## src/rtl/rf_wb_arbiter_if.sv

```systemverilog
// Bundle of the writeback arbiter signals: issue-stage scoreboard access,
// the two writeback request channels and the register-file write port.
interface rf_wb_arbiter_if #(
  parameter int DATA_W = 32,
  parameter int ADDR_W = 5
);
  // Scoreboard set / lookup
  logic              set_en_i;
  logic [ADDR_W-1:0] set_addr_i;
  logic [ADDR_W-1:0] r1_addr_i;
  logic [ADDR_W-1:0] r2_addr_i;
  logic              r1_busy_o;
  logic              r2_busy_o;

  // Requester 0 (ALU)
  logic              req0_valid_i;
  logic [ADDR_W-1:0] req0_addr_i;
  logic [DATA_W-1:0] req0_data_i;
  logic              req0_ready_o;

  // Requester 1 (load unit)
  logic              req1_valid_i;
  logic [ADDR_W-1:0] req1_addr_i;
  logic [DATA_W-1:0] req1_data_i;
  logic              req1_ready_o;

  // Register-file write port and status
  logic              rf_we_o;
  logic [ADDR_W-1:0] rf_waddr_o;
  logic [DATA_W-1:0] rf_wdata_o;
  logic              idle_o;

  // Arbiter side
  modport slave (
    input  set_en_i, set_addr_i, r1_addr_i, r2_addr_i,
    input  req0_valid_i, req0_addr_i, req0_data_i,
    input  req1_valid_i, req1_addr_i, req1_data_i,
    output r1_busy_o, r2_busy_o, req0_ready_o, req1_ready_o,
    output rf_we_o, rf_waddr_o, rf_wdata_o, idle_o
  );

  // Requester / issue-stage side
  modport master (
    output set_en_i, set_addr_i, r1_addr_i, r2_addr_i,
    output req0_valid_i, req0_addr_i, req0_data_i,
    output req1_valid_i, req1_addr_i, req1_data_i,
    input  r1_busy_o, r2_busy_o, req0_ready_o, req1_ready_o,
    input  rf_we_o, rf_waddr_o, rf_wdata_o, idle_o
  );
endinterface

```

## src/rtl/rf_wb_arbiter.sv

```systemverilog
// Writeback arbiter for the single register-file write port.
// Round-robin between ALU (req0) and load unit (req1), registered write
// stage with one cycle of latency, and a pending-write scoreboard that the
// issue stage queries to stall on registers still awaiting writeback.
// Writes to x0 are accepted but never reach the register file.
module rf_wb_arbiter #(
  parameter int DATA_W = 32,
  parameter int ADDR_W = 5
) (
  input  logic           clk_i,
  input  logic           rst_ni,
  rf_wb_arbiter_if.slave bus
);
  localparam int NREG = 2 ** ADDR_W;

  logic [NREG-1:0]   busy_r;
  logic [NREG-1:0]   busy_nxt_s;
  logic [NREG-1:0]   set_vec_s;
  logic [NREG-1:0]   clr_vec_s;
  logic              rr_r;
  logic              gnt0_s;
  logic              gnt1_s;
  logic              xfer_s;
  logic [ADDR_W-1:0] sel_addr_s;
  logic [DATA_W-1:0] sel_data_s;
  logic              rf_we_r;
  logic [ADDR_W-1:0] rf_waddr_r;
  logic [DATA_W-1:0] rf_wdata_r;

  // Grant: sole requester wins, rr picks on contention, nothing during reset
  always_comb begin
    gnt0_s = 1'b0;
    gnt1_s = 1'b0;
    if (!rst_ni) begin
      gnt0_s = 1'b0;
      gnt1_s = 1'b0;
    end else if (bus.req0_valid_i && bus.req1_valid_i) begin
      gnt0_s = (rr_r == 1'b0);
      gnt1_s = (rr_r == 1'b1);
    end else begin
      gnt0_s = bus.req0_valid_i;
      gnt1_s = bus.req1_valid_i;
    end
  end

  // Mux the accepted request onto the write stage input
  always_comb begin
    sel_addr_s = bus.req0_addr_i;
    sel_data_s = bus.req0_data_i;
    if (gnt1_s) begin
      sel_addr_s = bus.req1_addr_i;
      sel_data_s = bus.req1_data_i;
    end else begin
      sel_addr_s = bus.req0_addr_i;
      sel_data_s = bus.req0_data_i;
    end
  end

  assign xfer_s = gnt0_s | gnt1_s;

  // Scoreboard update: x0 is never marked; a set beats a same-edge clear
  assign set_vec_s  = (NREG'(bus.set_en_i) << bus.set_addr_i) & ~NREG'(1'b1);
  assign clr_vec_s  = NREG'(rf_we_r) << rf_waddr_r;
  assign busy_nxt_s = set_vec_s | (busy_r & ~clr_vec_s);

  // State: scoreboard, rr pointer and the registered write stage
  always_ff @(posedge clk_i) begin
    if (!rst_ni) begin
      busy_r     <= {NREG{1'b0}};
      rr_r       <= 1'b0;
      rf_we_r    <= 1'b0;
      rf_waddr_r <= {ADDR_W{1'b0}};
      rf_wdata_r <= {DATA_W{1'b0}};
    end else begin
      busy_r <= busy_nxt_s;
      if (xfer_s) begin
        // Pointer moves to whichever requester lost this transfer
        rr_r    <= gnt0_s;
        rf_we_r <= (sel_addr_s != {ADDR_W{1'b0}});
        if (sel_addr_s != {ADDR_W{1'b0}}) begin
          rf_waddr_r <= sel_addr_s;
          rf_wdata_r <= sel_data_s;
        end
      end else begin
        rf_we_r <= 1'b0;
      end
    end
  end

  assign bus.req0_ready_o = gnt0_s;
  assign bus.req1_ready_o = gnt1_s;
  assign bus.r1_busy_o    = busy_r[bus.r1_addr_i];
  assign bus.r2_busy_o    = busy_r[bus.r2_addr_i];
  assign bus.rf_we_o      = rf_we_r;
  assign bus.rf_waddr_o   = rf_waddr_r;
  assign bus.rf_wdata_o   = rf_wdata_r;
  assign bus.idle_o       = (busy_r == {NREG{1'b0}}) && !rf_we_r;

endmodule

```

## src/flat_wrapper.sv

```systemverilog
// flat-port wrapper written by rule: the top's interface ports become plain ports
module rf_wb_arbiter_flat 
#(
  parameter int DATA_W = 32,
  parameter int ADDR_W = 5
)
  (clk_i, rst_ni, bus_set_en_i, bus_set_addr_i, bus_r1_addr_i, bus_r2_addr_i, bus_req0_valid_i, bus_req0_addr_i, bus_req0_data_i, bus_req1_valid_i, bus_req1_addr_i, bus_req1_data_i, bus_r1_busy_o, bus_r2_busy_o, bus_req0_ready_o, bus_req1_ready_o, bus_rf_we_o, bus_rf_waddr_o, bus_rf_wdata_o, bus_idle_o);
  rf_wb_arbiter_if #(.DATA_W(DATA_W), .ADDR_W(ADDR_W)) bus_i ();
  input  logic clk_i;
  input  logic rst_ni;
  input wire logic [$bits(bus_i.set_en_i)-1:0] bus_set_en_i;
  input wire logic [$bits(bus_i.set_addr_i)-1:0] bus_set_addr_i;
  input wire logic [$bits(bus_i.r1_addr_i)-1:0] bus_r1_addr_i;
  input wire logic [$bits(bus_i.r2_addr_i)-1:0] bus_r2_addr_i;
  input wire logic [$bits(bus_i.req0_valid_i)-1:0] bus_req0_valid_i;
  input wire logic [$bits(bus_i.req0_addr_i)-1:0] bus_req0_addr_i;
  input wire logic [$bits(bus_i.req0_data_i)-1:0] bus_req0_data_i;
  input wire logic [$bits(bus_i.req1_valid_i)-1:0] bus_req1_valid_i;
  input wire logic [$bits(bus_i.req1_addr_i)-1:0] bus_req1_addr_i;
  input wire logic [$bits(bus_i.req1_data_i)-1:0] bus_req1_data_i;
  output wire logic [$bits(bus_i.r1_busy_o)-1:0] bus_r1_busy_o;
  output wire logic [$bits(bus_i.r2_busy_o)-1:0] bus_r2_busy_o;
  output wire logic [$bits(bus_i.req0_ready_o)-1:0] bus_req0_ready_o;
  output wire logic [$bits(bus_i.req1_ready_o)-1:0] bus_req1_ready_o;
  output wire logic [$bits(bus_i.rf_we_o)-1:0] bus_rf_we_o;
  output wire logic [$bits(bus_i.rf_waddr_o)-1:0] bus_rf_waddr_o;
  output wire logic [$bits(bus_i.rf_wdata_o)-1:0] bus_rf_wdata_o;
  output wire logic [$bits(bus_i.idle_o)-1:0] bus_idle_o;
  assign bus_i.set_en_i = bus_set_en_i;
  assign bus_i.set_addr_i = bus_set_addr_i;
  assign bus_i.r1_addr_i = bus_r1_addr_i;
  assign bus_i.r2_addr_i = bus_r2_addr_i;
  assign bus_i.req0_valid_i = bus_req0_valid_i;
  assign bus_i.req0_addr_i = bus_req0_addr_i;
  assign bus_i.req0_data_i = bus_req0_data_i;
  assign bus_i.req1_valid_i = bus_req1_valid_i;
  assign bus_i.req1_addr_i = bus_req1_addr_i;
  assign bus_i.req1_data_i = bus_req1_data_i;
  assign bus_r1_busy_o = bus_i.r1_busy_o;
  assign bus_r2_busy_o = bus_i.r2_busy_o;
  assign bus_req0_ready_o = bus_i.req0_ready_o;
  assign bus_req1_ready_o = bus_i.req1_ready_o;
  assign bus_rf_we_o = bus_i.rf_we_o;
  assign bus_rf_waddr_o = bus_i.rf_waddr_o;
  assign bus_rf_wdata_o = bus_i.rf_wdata_o;
  assign bus_idle_o = bus_i.idle_o;
  rf_wb_arbiter #(.DATA_W(DATA_W), .ADDR_W(ADDR_W)) u_core (.clk_i(clk_i), .rst_ni(rst_ni), .bus(bus_i));
endmodule
```

## config.mk

```make
export PLATFORM = sky130hd
export DESIGN_NAME = rf_wb_arbiter_flat
export DESIGN_NICKNAME = d
export VERILOG_FILES = /design/src/rtl/rf_wb_arbiter_if.sv /design/src/rtl/rf_wb_arbiter.sv /design/src/flat_wrapper.sv
export SDC_FILE = /design/constraint.sdc
export NUM_CORES = 1
export LEC_CHECK = 0
export BUFFER_PORTS_ARGS = -buffer_cell sky130_fd_sc_hd__buf_2
export CORE_MARGIN = 2
export CORE_UTILIZATION = 40
export CTS_CLUSTER_SIZE = 28
export DETAILED_ROUTE_END_ITERATION = 7
export PLACE_DENSITY = 0.75
export SLEW_MARGIN = 30
export SYNTH_ARGS = -nofsm -noshare
export SYNTH_HDL_FRONTEND = slang
export SYNTH_SLANG_ARGS = --single-unit
```

## constraint.sdc

```tcl
create_clock -name clk_i -period 3 [get_ports clk_i]
set_clock_uncertainty 0.15 [all_clocks]
set_input_delay 0.3 -clock clk_i [delete_from_list [all_inputs] [get_ports clk_i]]
set_output_delay 0.3 -clock clk_i [all_outputs]
set_load 0.05 [all_outputs]
```

==> impl_summary.log <==
[metrics] CTS Buf Count: 9
[metrics] layout cells sized above 1: 28.57%
[metrics] total of buffers placed on input and output ports: 136
[metrics] setup repair after global routing missed its margin: false
[metrics] Worst Max-Slew Pin Slew: 0.6036 ns
[metrics] Post-Synthesis Cells: 458
[metrics] Worst Reg-to-Reg Cells: 7
[metrics] Final Instance Count excl. Fillers: 721
[metrics] Pins Over Slew Limit: 0
[metrics] crit path launch type: register
[metrics] wire length on met1: 4.803 mm
[metrics] family of cells with the greatest summed delay on the critical path: buffers and inverters
[metrics] post-synthesis instance area: 3936 um^2
[metrics] crit path cell chain: nand2b_2, nand3_4, buf_4, inv_1, buf_2
[metrics] run status: finished, final reports clean
[metrics] horizontal die dimension: 103.2 um
[metrics] setup slack after layout: 0.6253 ns
[metrics] WP depth: 5
[metrics] wire length of the first global-routing pass: 17.66 mm
[metrics] FF-to-FF Start: u_core.rr_r$_SDFFE_PN0N_
[metrics] remaining number of nets flagged by the antenna check after routing: 0
[metrics] final net count: 677
[metrics] reg2reg end: u_core.bus.rf_waddr_o[4]$_SDFFE_PN0P_
[metrics] hold violation total from the final report: 0
[metrics] clock tree sinks: 71
[metrics] CP Max Fanout: 39
[metrics] initial detailed-routing violation count: 218
[metrics] Syn Nets: 552
[metrics] relative slew slack: 59.67%
[metrics] commonest register cell after synthesis: sky130_fd_sc_hd__dfxtp_1
[metrics] Hold-fix buffers, CTS: 0
[metrics] final core utilization: 50.44%
[metrics] Static Leak: 2.220 nW
[metrics] Yosys warning total: 0
[metrics] launching instance or port of the critical path: u_core.rr_r$_SDFFE_PN0N_
[metrics] number of inserted diodes: 0
[metrics] Remaining DRCs: 0
[metrics] WHS: 0.07339 ns
[metrics] detailed-routing iteration count for the pre-antenna-repair pass: 5
[metrics] Longest Clk Path Bufs: 2
[metrics] capture point of the critical path: bus_req1_ready_o
[metrics] biggest cell delay along the critical path: 0.51 ns
[metrics] via count of the first global-routing pass: 3605
[metrics] vias per inst: 5.528
[metrics] arrival time of data at the critical path endpoint: 1.92 ns
[metrics] number of enable flip-flop cells after synthesis: 0
[metrics] clock latency on the worst-skew pair: 0.33 ns
[metrics] Routability Congestion: 0.9654
[metrics] total gr overflow: 0
[metrics] total via count after detailed routing: 3986
[metrics] part of the cycle the worst path needs: 79.16%
[metrics] chip height: 103.2 um
[metrics] master cell of the clock root buffer: sky130_fd_sc_hd__clkbuf_8
[metrics] fraction of registers with async set or reset after synthesis: 0%
[metrics] total of cells resized after clock tree synthesis: 0
[metrics] count of pins on the block boundary: 137
[metrics] Worst EP required: 2.55 ns
[metrics] final standard cell area without fillers: 4885 um^2
[metrics] area of the core region: 9684 um^2
[metrics] slowest cell on the critical path: sky130_fd_sc_hd__buf_4
[metrics] crit path time final: 2.375 ns
[metrics] TNS Setup: 0 ns
[metrics] clock-pin slew of the registers on the worst-case setup and hold paths: 0.08 ns
[metrics] area growth from synthesis to layout: 24.09%
[metrics] # rows: 36
[metrics] placed insts: 705
[metrics] wire length reported by the detailed router: 11.45 mm
[metrics] kind of critical path: reg -> out
[metrics] Max Clk Rate: 421.1 MHz
[metrics] max-cap check violation count: 0
[metrics] VDD IR max: 0.0004563 V
[metrics] routed length on met2: 5.447 mm
[metrics] Tightest Hold Check Type: in -> reg
[metrics] largest net degree at the start of global routing: 58
[metrics] register-to-register setup slack: 0.88 ns
[metrics] met3 wire length: 1.049 mm
[metrics] Top Layer Used: met4
[metrics] # setup viols final: 0
[metrics] share of the yosys chip area belonging to registers: 36.11%
[metrics] Final Total Pwr: 2.556 mW
[metrics] Post-Place Cell Area: 4639 um^2
[metrics] TritonCTS clock tree: done
[metrics] post-CTS setup buffers: 0
[metrics] antenna violations before repair: 0
[metrics] estimated wirelength of the detail-placed design: 8.730 mm
[metrics] count of distinct cell types in the synthesized netlist: 43
[metrics] GR Util All Layers: 21.35%
[metrics] WL per Instance: 15.88 um
[metrics] Mapped Avg Cell Area: 8.594 um^2
[metrics] total buffers and inverters traversed by the critical path: 3
[metrics] die area: 10650 um^2
[metrics] H-tree levels: 3
[metrics] flop and latch count out of synthesis: 71
[metrics] worst-case setup slack after placement: 0.8124 ns
[metrics] Starting Density: 40.65%
[metrics] CP Capture Type: output pin
[metrics] Cell Pwr Density: 523.3 nW/um^2
## routing by layer
| layer | vias to the layer above | global-route usage, % |
|---|---|---|
| met2 | 196 | 35.66 |
| met4 | 0 | 6.478 |
| met5 | - | 0 |
| met1 | 1844 | 27.31 |
| met3 | 18 | 5.309 |
| li1 | 1928 | - |
## worst reg2reg max path: stages, from the launching register on
cell	delay (ns)
sky130_fd_sc_hd__dfxtp_1	0.33
sky130_fd_sc_hd__nand2b_2	0.20
sky130_fd_sc_hd__nand3_4	0.10
sky130_fd_sc_hd__buf_4	0.51
sky130_fd_sc_hd__inv_1	0.19
sky130_fd_sc_hd__nand2_1	0.13
sky130_fd_sc_hd__o221ai_1	0.13
sky130_fd_sc_hd__a31o_2	0.27
## cell type report
cell class	instances	area (um^2)
flip-flops and latches	71	1421
fillers	943	4800
clock inverters	7	121.4
repair buffers	140	710.7
multi-input cells	358	2330
inverters	3	11.26
well taps	133	166.4
clock buffers	9	123.9
## cells in the mapped netlist, types with 4 or more instances
cell type / count / area share [%]
sky130_fd_sc_hd__and2_1: 5 / 0.79
sky130_fd_sc_hd__nand2_1: 56 / 5.3
sky130_fd_sc_hd__dfxtp_1: 71 / 36
sky130_fd_sc_hd__o21ai_0: 44 / 5.6
sky130_fd_sc_hd__buf_2: 7 / 0.89
sky130_fd_sc_hd__clkbuf_1: 7 / 0.67
sky130_fd_sc_hd__o41ai_1: 4 / 0.89
sky130_fd_sc_hd__o21ai_1: 15 / 1.9
sky130_fd_sc_hd__mux2i_1: 66 / 17
sky130_fd_sc_hd__nor3_1: 6 / 0.76
sky130_fd_sc_hd__a21oi_1: 12 / 1.5
sky130_fd_sc_hd__a22oi_1: 8 / 1.5
sky130_fd_sc_hd__nor2b_1: 8 / 1.3
sky130_fd_sc_hd__nand2b_1: 6 / 0.95
sky130_fd_sc_hd__nor4_1: 7 / 1.1
sky130_fd_sc_hd__nor2_1: 9 / 0.86
sky130_fd_sc_hd__nand3_1: 42 / 5.3
sky130_fd_sc_hd__buf_6: 9 / 2.6
sky130_fd_sc_hd__a21boi_0: 32 / 6.1
## cell usage in the layout, fill, tap and decap left out, types with 6 or more instances in the layout
master / instances
sky130_fd_sc_hd__a21boi_0: 32
sky130_fd_sc_hd__a22oi_1: 8
sky130_fd_sc_hd__nand2_1: 56
sky130_fd_sc_hd__o21ai_0: 44
sky130_fd_sc_hd__nand2b_1: 6
sky130_fd_sc_hd__dfxtp_1: 71
sky130_fd_sc_hd__nor2b_1: 8
sky130_fd_sc_hd__nand3_1: 42
sky130_fd_sc_hd__nor2_1: 9
sky130_fd_sc_hd__a21oi_1: 12
sky130_fd_sc_hd__buf_2: 136
sky130_fd_sc_hd__clkbuf_8: 9
sky130_fd_sc_hd__mux2i_1: 66
sky130_fd_sc_hd__nor3_1: 6
sky130_fd_sc_hd__o21ai_1: 15
sky130_fd_sc_hd__nor4_1: 7
## flip-flops by register name (all words and copies together), names as in the netlist
register,count
u_core.bus.rf_wdata_o,32
u_core.busy_r,32
u_core.bus.rf_waddr_o,5
u_core.bus.rf_we_o,1
u_core.rr_r,1
## power breakdown
group	switching [mW]	total, mW	internal (mW)	leakage (nW)
clock network	0.371	0.924	0.553	0.112
logic	0.399	0.583	0.184	1.52
registers	0.0507	1.05	0.998	0.583
## worst min path at each step
stage	cells after the start	to	slack (ns)	from
finish	3	u_core.bus.rf_wdata_o[22]$_SDFFE_PN0P_	0.07	bus_req1_data_i[22]
global route	3	u_core.bus.rf_wdata_o[20]$_SDFFE_PN0P_	0.07	bus_req1_data_i[20]
CTS	3	u_core.bus.rf_wdata_o[20]$_SDFFE_PN0P_	0.06	bus_req1_data_i[20]
detailed placement	2	u_core.bus.rf_wdata_o[30]$_SDFFE_PN0P_	0.30	u_core.bus.rf_wdata_o[30]$_SDFFE_PN0P_
global placement	2	u_core.bus.rf_wdata_o[30]$_SDFFE_PN0P_	0.28	u_core.bus.rf_wdata_o[30]$_SDFFE_PN0P_
floorplan	1	u_core.busy_r[0]$_SDFF_PN0_	0.30	u_core.busy_r[0]$_SDFF_PN0_
## kinds of logic (layout without fill, tap and decap cells)
| logic type | after synthesis | in the layout | synth area share (%) |
|---|---|---|---|
| and+or+nand+nor | 158 | 158 | 20.15 |
| AOI/OAI and AO/OA | 133 | 133 | 21.68 |
| DFF | 71 | 71 | 36.11 |
| muxes | 67 | 67 | 17.07 |
| buffers and inverters | 29 | 159 | 4.991 |
(Power assumes the default switching activity.)
